===== config.mk =====
export PLATFORM = sky130hd
export DESIGN_NAME = rtc_calendar_core
export DESIGN_NICKNAME = d
export VERILOG_FILES = /design/src/rtl/rtc_calendar_core.sv
export SDC_FILE = /design/constraint.sdc
export NUM_CORES = 1
export LEC_CHECK = 0
export CORE_MARGIN = 4
export CORE_UTILIZATION = 40
export DETAILED_ROUTE_END_ITERATION = 10
export SLEW_MARGIN = 25
export SYNTH_ARGS = -nofsm -noshare
export SYNTH_HDL_FRONTEND = slang
export SYNTH_SLANG_ARGS = --single-unit

===== constraint.sdc =====
create_clock -name clock -period 5.8 [get_ports clock]
set_clock_uncertainty 0.1 [all_clocks]
set_input_delay 1.16 -clock clock [delete_from_list [all_inputs] [get_ports clock]]
set_output_delay 1.16 -clock clock [all_outputs]
set_load 0.1 [all_outputs]

===== src/rtl/rtc_calendar_core.sv =====
// rtc_calendar_core: real-time clock/calendar (sec/min/hour/day/month/year)
// with leap-year handling and per-field editing driven by debounced pulses.
// Optional alarm: define RTC_CALENDAR_CORE_ALARM_EN to add alarm_hour/alarm_min
// registers (edited through edit_sel 6/7) and the alarm_hit pulse.
module rtc_calendar_core #(
    parameter int TICK_DIV = 32768,
    parameter int PRESC_W  = 16,
    parameter int YEAR_MAX = 99
) (
    input  logic       clock,
    input  logic       reset,
    input  logic [2:0] edit_sel,
    input  logic       inc,
    input  logic       dec,
    input  logic       alarm_on,
    output logic [5:0] sec,
    output logic [5:0] minute,
    output logic [4:0] hour,
    output logic [4:0] day,
    output logic [3:0] month,
    output logic [6:0] year,
    output logic       sec_tick,
    output logic       alarm_hit
);

    localparam logic [PRESC_W-1:0] PRESC_LAST = PRESC_W'(TICK_DIV - 1);
    localparam logic [6:0]         YEAR_LAST  = 7'(YEAR_MAX);

    // Days in a month; February is 29 whenever the two low year bits are zero.
    function automatic logic [4:0] days_in_month(input logic [3:0] m, input logic [6:0] y);
        logic [4:0] d;
        case (m)
            4'd2:                    d = (y[1:0] == 2'b00) ? 5'd29 : 5'd28;
            4'd4, 4'd6, 4'd9, 4'd11: d = 5'd30;
            default:                 d = 5'd31;
        endcase
        return d;
    endfunction

    // One step up or down inside [lo, hi], wrapping at both ends, no carry out.
    function automatic logic [6:0] wrap_step(input logic [6:0] v, input logic [6:0] lo,
                                             input logic [6:0] hi, input logic up);
        logic [6:0] r;
        if (up) r = (v >= hi) ? lo : v + 7'd1;
        else    r = (v <= lo) ? hi : v - 7'd1;
        return r;
    endfunction

    logic [PRESC_W-1:0] presc_reg, presc_next;
    logic [5:0]         sec_reg, sec_next;
    logic [5:0]         minute_reg, minute_next;
    logic [4:0]         hour_reg, hour_next;
    logic [4:0]         day_reg, day_next;
    logic [3:0]         month_reg, month_next;
    logic [6:0]         year_reg, year_next;
    logic               tick_reg, tick_next;
    logic               edit_mode;
    logic               step_any;
    logic               step_up;
    logic [4:0]         dim_cur;
    logic [4:0]         dim_edit;

`ifdef RTC_CALENDAR_CORE_ALARM_EN
    logic [4:0] alarm_hour_reg, alarm_hour_next;
    logic [5:0] alarm_min_reg, alarm_min_next;
    logic       hit_reg, hit_next;

    assign edit_mode = (edit_sel != 3'd0);
    assign alarm_hit = hit_reg;
`else
    // alarm_on has no function without the alarm option
    logic unused_alarm_on;
    assign unused_alarm_on = alarm_on;

    assign edit_mode = (edit_sel != 3'd0) && (edit_sel <= 3'd5);
    assign alarm_hit = 1'b0;
`endif

    // Simultaneous inc and dec cancel out.
    assign step_any = inc ^ dec;
    assign step_up  = inc;
    assign dim_cur  = days_in_month(month_reg, year_reg);

    // Next-state: running cascade on prescaler wrap, or in-field edits.
    always_comb begin
        presc_next  = presc_reg;
        sec_next    = sec_reg;
        minute_next = minute_reg;
        hour_next   = hour_reg;
        day_next    = day_reg;
        month_next  = month_reg;
        year_next   = year_reg;
        tick_next   = 1'b0;
        dim_edit    = dim_cur;
`ifdef RTC_CALENDAR_CORE_ALARM_EN
        alarm_hour_next = alarm_hour_reg;
        alarm_min_next  = alarm_min_reg;
        hit_next        = 1'b0;
`endif
        if (!edit_mode) begin
            if (presc_reg == PRESC_LAST) begin
                presc_next = '0;
                tick_next  = 1'b1;
                if (sec_reg != 6'd59) begin
                    sec_next = sec_reg + 6'd1;
                end else begin
                    sec_next = 6'd0;
                    if (minute_reg != 6'd59) begin
                        minute_next = minute_reg + 6'd1;
                    end else begin
                        minute_next = 6'd0;
                        if (hour_reg != 5'd23) begin
                            hour_next = hour_reg + 5'd1;
                        end else begin
                            hour_next = 5'd0;
                            if (day_reg < dim_cur) begin
                                day_next = day_reg + 5'd1;
                            end else begin
                                day_next = 5'd1;
                                if (month_reg != 4'd12) begin
                                    month_next = month_reg + 4'd1;
                                end else begin
                                    month_next = 4'd1;
                                    year_next  = (year_reg >= YEAR_LAST) ? 7'd0 : year_reg + 7'd1;
                                end
                            end
                        end
                    end
                end
`ifdef RTC_CALENDAR_CORE_ALARM_EN
                hit_next = alarm_on && (sec_next == 6'd0) && (minute_next == alarm_min_reg)
                           && (hour_next == alarm_hour_reg);
`endif
            end else begin
                presc_next = presc_reg + PRESC_W'(1);
            end
        end else begin
            // Editing freezes the seconds so the new time starts on a clean second.
            presc_next = '0;
            sec_next   = 6'd0;
            if (step_any) begin
                case (edit_sel)
                    3'd1: hour_next   = 5'(wrap_step(7'(hour_reg), 7'd0, 7'd23, step_up));
                    3'd2: minute_next = 6'(wrap_step(7'(minute_reg), 7'd0, 7'd59, step_up));
                    3'd3: begin
                        month_next = 4'(wrap_step(7'(month_reg), 7'd1, 7'd12, step_up));
                        dim_edit   = days_in_month(month_next, year_reg);
                        if (day_reg > dim_edit) day_next = dim_edit;
                    end
                    3'd4: day_next = 5'(wrap_step(7'(day_reg), 7'd1, 7'(dim_cur), step_up));
                    3'd5: begin
                        year_next = wrap_step(year_reg, 7'd0, YEAR_LAST, step_up);
                        dim_edit  = days_in_month(month_reg, year_next);
                        if (day_reg > dim_edit) day_next = dim_edit;
                    end
`ifdef RTC_CALENDAR_CORE_ALARM_EN
                    3'd6: alarm_hour_next = 5'(wrap_step(7'(alarm_hour_reg), 7'd0, 7'd23, step_up));
                    3'd7: alarm_min_next  = 6'(wrap_step(7'(alarm_min_reg), 7'd0, 7'd59, step_up));
`endif
                    default: ;
                endcase
            end
        end
    end

    // State registers with asynchronous active-low reset.
    always_ff @(posedge clock or negedge reset) begin
        if (!reset) begin
            presc_reg  <= '0;
            sec_reg    <= 6'd0;
            minute_reg <= 6'd0;
            hour_reg   <= 5'd0;
            day_reg    <= 5'd1;
            month_reg  <= 4'd1;
            year_reg   <= 7'd0;
            tick_reg   <= 1'b0;
`ifdef RTC_CALENDAR_CORE_ALARM_EN
            alarm_hour_reg <= 5'd0;
            alarm_min_reg  <= 6'd0;
            hit_reg        <= 1'b0;
`endif
        end else begin
            presc_reg  <= presc_next;
            sec_reg    <= sec_next;
            minute_reg <= minute_next;
            hour_reg   <= hour_next;
            day_reg    <= day_next;
            month_reg  <= month_next;
            year_reg   <= year_next;
            tick_reg   <= tick_next;
`ifdef RTC_CALENDAR_CORE_ALARM_EN
            alarm_hour_reg <= alarm_hour_next;
            alarm_min_reg  <= alarm_min_next;
            hit_reg        <= hit_next;
`endif
        end
    end

    assign sec      = sec_reg;
    assign minute   = minute_reg;
    assign hour     = hour_reg;
    assign day      = day_reg;
    assign month    = month_reg;
    assign year     = year_reg;
    assign sec_tick = tick_reg;

endmodule

==> flow_summary.json <==
{
  "syn_area_per_cell_sq_um": 8.040,
  "seq_area_frac_synth_pct": 31.31,
  "min_path_type": "reg2reg",
  "period_share_pct": 67.70,
  "synth_ff_type": "dfrtp_1",
  "drcViolationCount": 0,
  "layout.area.seq_sq_um": 1254,
  "cp.arrival_ns": 4.00,
  "diodes": 0,
  "ys.warnings.count": 0,
  "cts.hold.buffers_added": 0,
  "holdWs_ns": 0.3627,
  "drive_gt1_share_pct": 5.725,
  "drtAntennaViolNets": 0,
  "dp_hpwl_mm": 7.485,
  "rsz0062_at_grt": "no",
  "wl_per_cell_um": 15.86,
  "io_buffers": 40,
  "htree_levels": 2,
  "nets": 552,
  "track_usage_pct": 18.60,
  "peakVddDrop_mv": 0.4256,
  "cts_setup_buffers": 0,
  "clock_latency_ns": 0.30,
  "multi_input_area_sq_um": 2536,
  "stdcell_count": 657,
  "use_met2_pct": 30.24,
  "num_io_pins": 43,
  "firstDrtPassIters": 5,
  "grt.busiest_layer": "met2",
  "status": "finished clean",
  "dr_total_vias": 3840,
  "gp_congestion": 0.8887,
  "netlist.area_leader.share_pct": 30.00,
  "synth_cell_type_count": 69,
  "combPwrFrac_pct": 65.1,
  "clock-root-buffer": "clkbuf_8",
  "grt_pass1_wl_mm": 18.11,
  "ys_ff_latch": 50,
  "place_inst": 649,
  "syn_to_final_growth_pct": 14.66,
  "intPower_mw": 1.063,
  "power.density_nw_per_um2": 553.7,
  "endpoint_kind": "flop",
  "synth_area_leaders": "dfrtp_1 (30%), ha_1 (6.6%), nor2_1 (4.9%)",
  "die-area_sq_um": 11670,
  "fillCellCount": 959,
  "largest_register_ffs": 16,
  "netlist_area_sq_um": 4004,
  "critPathKind": "in2reg",
  "grt_max_degree": 51,
  "grt-ovfl-total": 0,
  "critPathLaunchType": "input port",
  "drt_iter0_markers": 279,
  "cts.repair.resized": 0,
  "async_reset_ff_share_pct": 100.0,
  "cts.sinks": 50,
  "crit_required_ns": 5.87,
  "max_freq_mhz": 254.7,
  "power.leakage_nw": 1.856,
  "sequentialPowerShare_pct": 24.9,
  "antenna_found_initial": 0,
  "synth_common_cells": "nor2_1 (52), dfrtp_1 (48), nand2_1 (42)",
  "p_sw_mw": 1.479,
  "grt_pass1_vias": 3740,
  "core_area_sq_um": 9774,
  "clk_path_buf_depth": 2,
  "max_cap_viol_count": 0,
  "syn_nets": 527,
  "layout_setup_ws_ns": 1.873,
  "grtUsageMet1_pct": 26.28,
  "tightest_slew_ns": 0.9778,
  "drv_slew": 0,
  "die_h_um": 108.0,
  "row_count": 36,
  "post-place-ws_ns": 1.581,
  "initial_utilization_pct": 40.96,
  "numCtsBuffers": 5,
  "pwr-share-clk_pct": 10.0,
  "yosys.area.top_type": "dfrtp_1",
  "clk_pin_slew_ns": 0.09,
  "routed_wl_mm": 10.42,
  "yosysMostFrequentCell": "nor2_1",
  "slew_headroom_pct": 34.61,
  "post-route-min-period_ns": 3.927,
  "postSynthCellCount": 498,
  "grt_use_met3_pct": 2.866,
  "crit_fanout": 9,
  "die_x_um": 108.0,
  "timing.setup.tns_ns": 0,
  "synth_edf_count": 0,
  "final_core_util_pct": 46.97,
  "hold_violations": 0,
  "swShare_pct": 58.19,
  "cts_tree": "yes",
  "vias_per_cell": 5.845,
  "setup_viol": 0
}
worst max-delay path: stages:
cell and delay [ns]:
clkdlybuf4s50_1 0.70, inv_1 0.17, o211ai_1 0.16, nand2_1 0.15, or3_1 0.40, and2_1 0.15
ha_1 0.27, a211oi_1 0.26, a221oi_1 0.17, a311oi_1 0.30, a22oi_1 0.10
worst paths after layout:
check	from	slack [ns]	cells past startpoint	to
max	inc	1.87	11	day[1]$_DFFE_PN0P_
min	presc_reg[0]$_DFF_PN0_	0.36	1	presc_reg[0]$_DFF_PN0_
max reg2reg	year[0]$_DFFE_PN0P_	2.05	11	year[1]$_DFFE_PN0P_
min reg2reg	presc_reg[0]$_DFF_PN0_	0.36	1	presc_reg[0]$_DFF_PN0_
max in group asynchronous	reset	4.30	2	minute[3]$_DFFE_PN0P_
min in group asynchronous	reset	0.87	2	presc_reg[7]$_DFF_PN0_
power groups by stage:
stage	Clock, mW	Sequential, mW	Combinational (mW)
3_3_place_gp	0	0.636	1.63
5_1_grt	0.280	0.664	1.79
6_report	0.254	0.633	1.66
3_5_place_dp	0	0.637	1.64
4_1_cts	0.268	0.632	1.65
2_1_floorplan	0	1.14	0.770
layout by cell type (no fill, tap or decap), drive strengths merged, types with 4 or more instances in the layout:
| cell | instances |
|---|---|
| nor2 | 52 |
| dfrtp | 48 |
| nand2 | 43 |
| clkdlybuf4s50 | 39 |
| o21ai | 35 |
| a21oi | 31 |
| inv | 24 |
| nand3 | 24 |
| ha | 21 |
| nor3 | 20 |
| xor2 | 17 |
| and3 | 11 |
| o22ai | 11 |
| o31ai | 9 |
| and2 | 9 |
| xnor2 | 8 |
| a211oi | 8 |
| nand4 | 8 |
| a31oi | 7 |
| nor2b | 6 |
| nand2b | 6 |
| or3 | 6 |
| clkbuf | 6 |
| buf | 6 |
| nor3b | 5 |
| o211ai | 5 |
| a21o | 5 |
| a22oi | 4 |
area by class of cell:
type,instances,area share (%)
Multi-Input combinational cell,397,55.25
Timing Repair Buffer,45,9.430
Clock inverter,2,0.8449
Clock buffer,6,1.581
Tap cell,133,3.625
Inverter,24,1.962
Sequential cell,50,27.31
layer usage:
layer  vias to the layer above  share of wire, %
met5                         -                 0
met4                         0              0.94
met2                        99                47
met3                         8               5.0
met1                      1869                47
li1                       1864                 -
stage by stage:
step                area [sq um]  power [mW]
finish                      4591       2.542
global route                4591       2.736
CTS                         4591       2.550
detailed placement          4479       2.281
global placement            4479       2.263
floorplan                   4004       1.914
cells by family after synthesis:
group | count (synthesis) | share of synthesized area [%]
and+or+nand+nor | 200 | 25.66
muxes | 2 | 0.8125
AOI/OAI and AO/OA | 148 | 24.75
DFF | 50 | 31.31
adders and majority gates | 21 | 6.562
buffers and inverters | 51 | 5.344
other | 1 | 0.09366
xor gates and xnor gates | 25 | 5.469
Power figures use the tool's default switching activity.
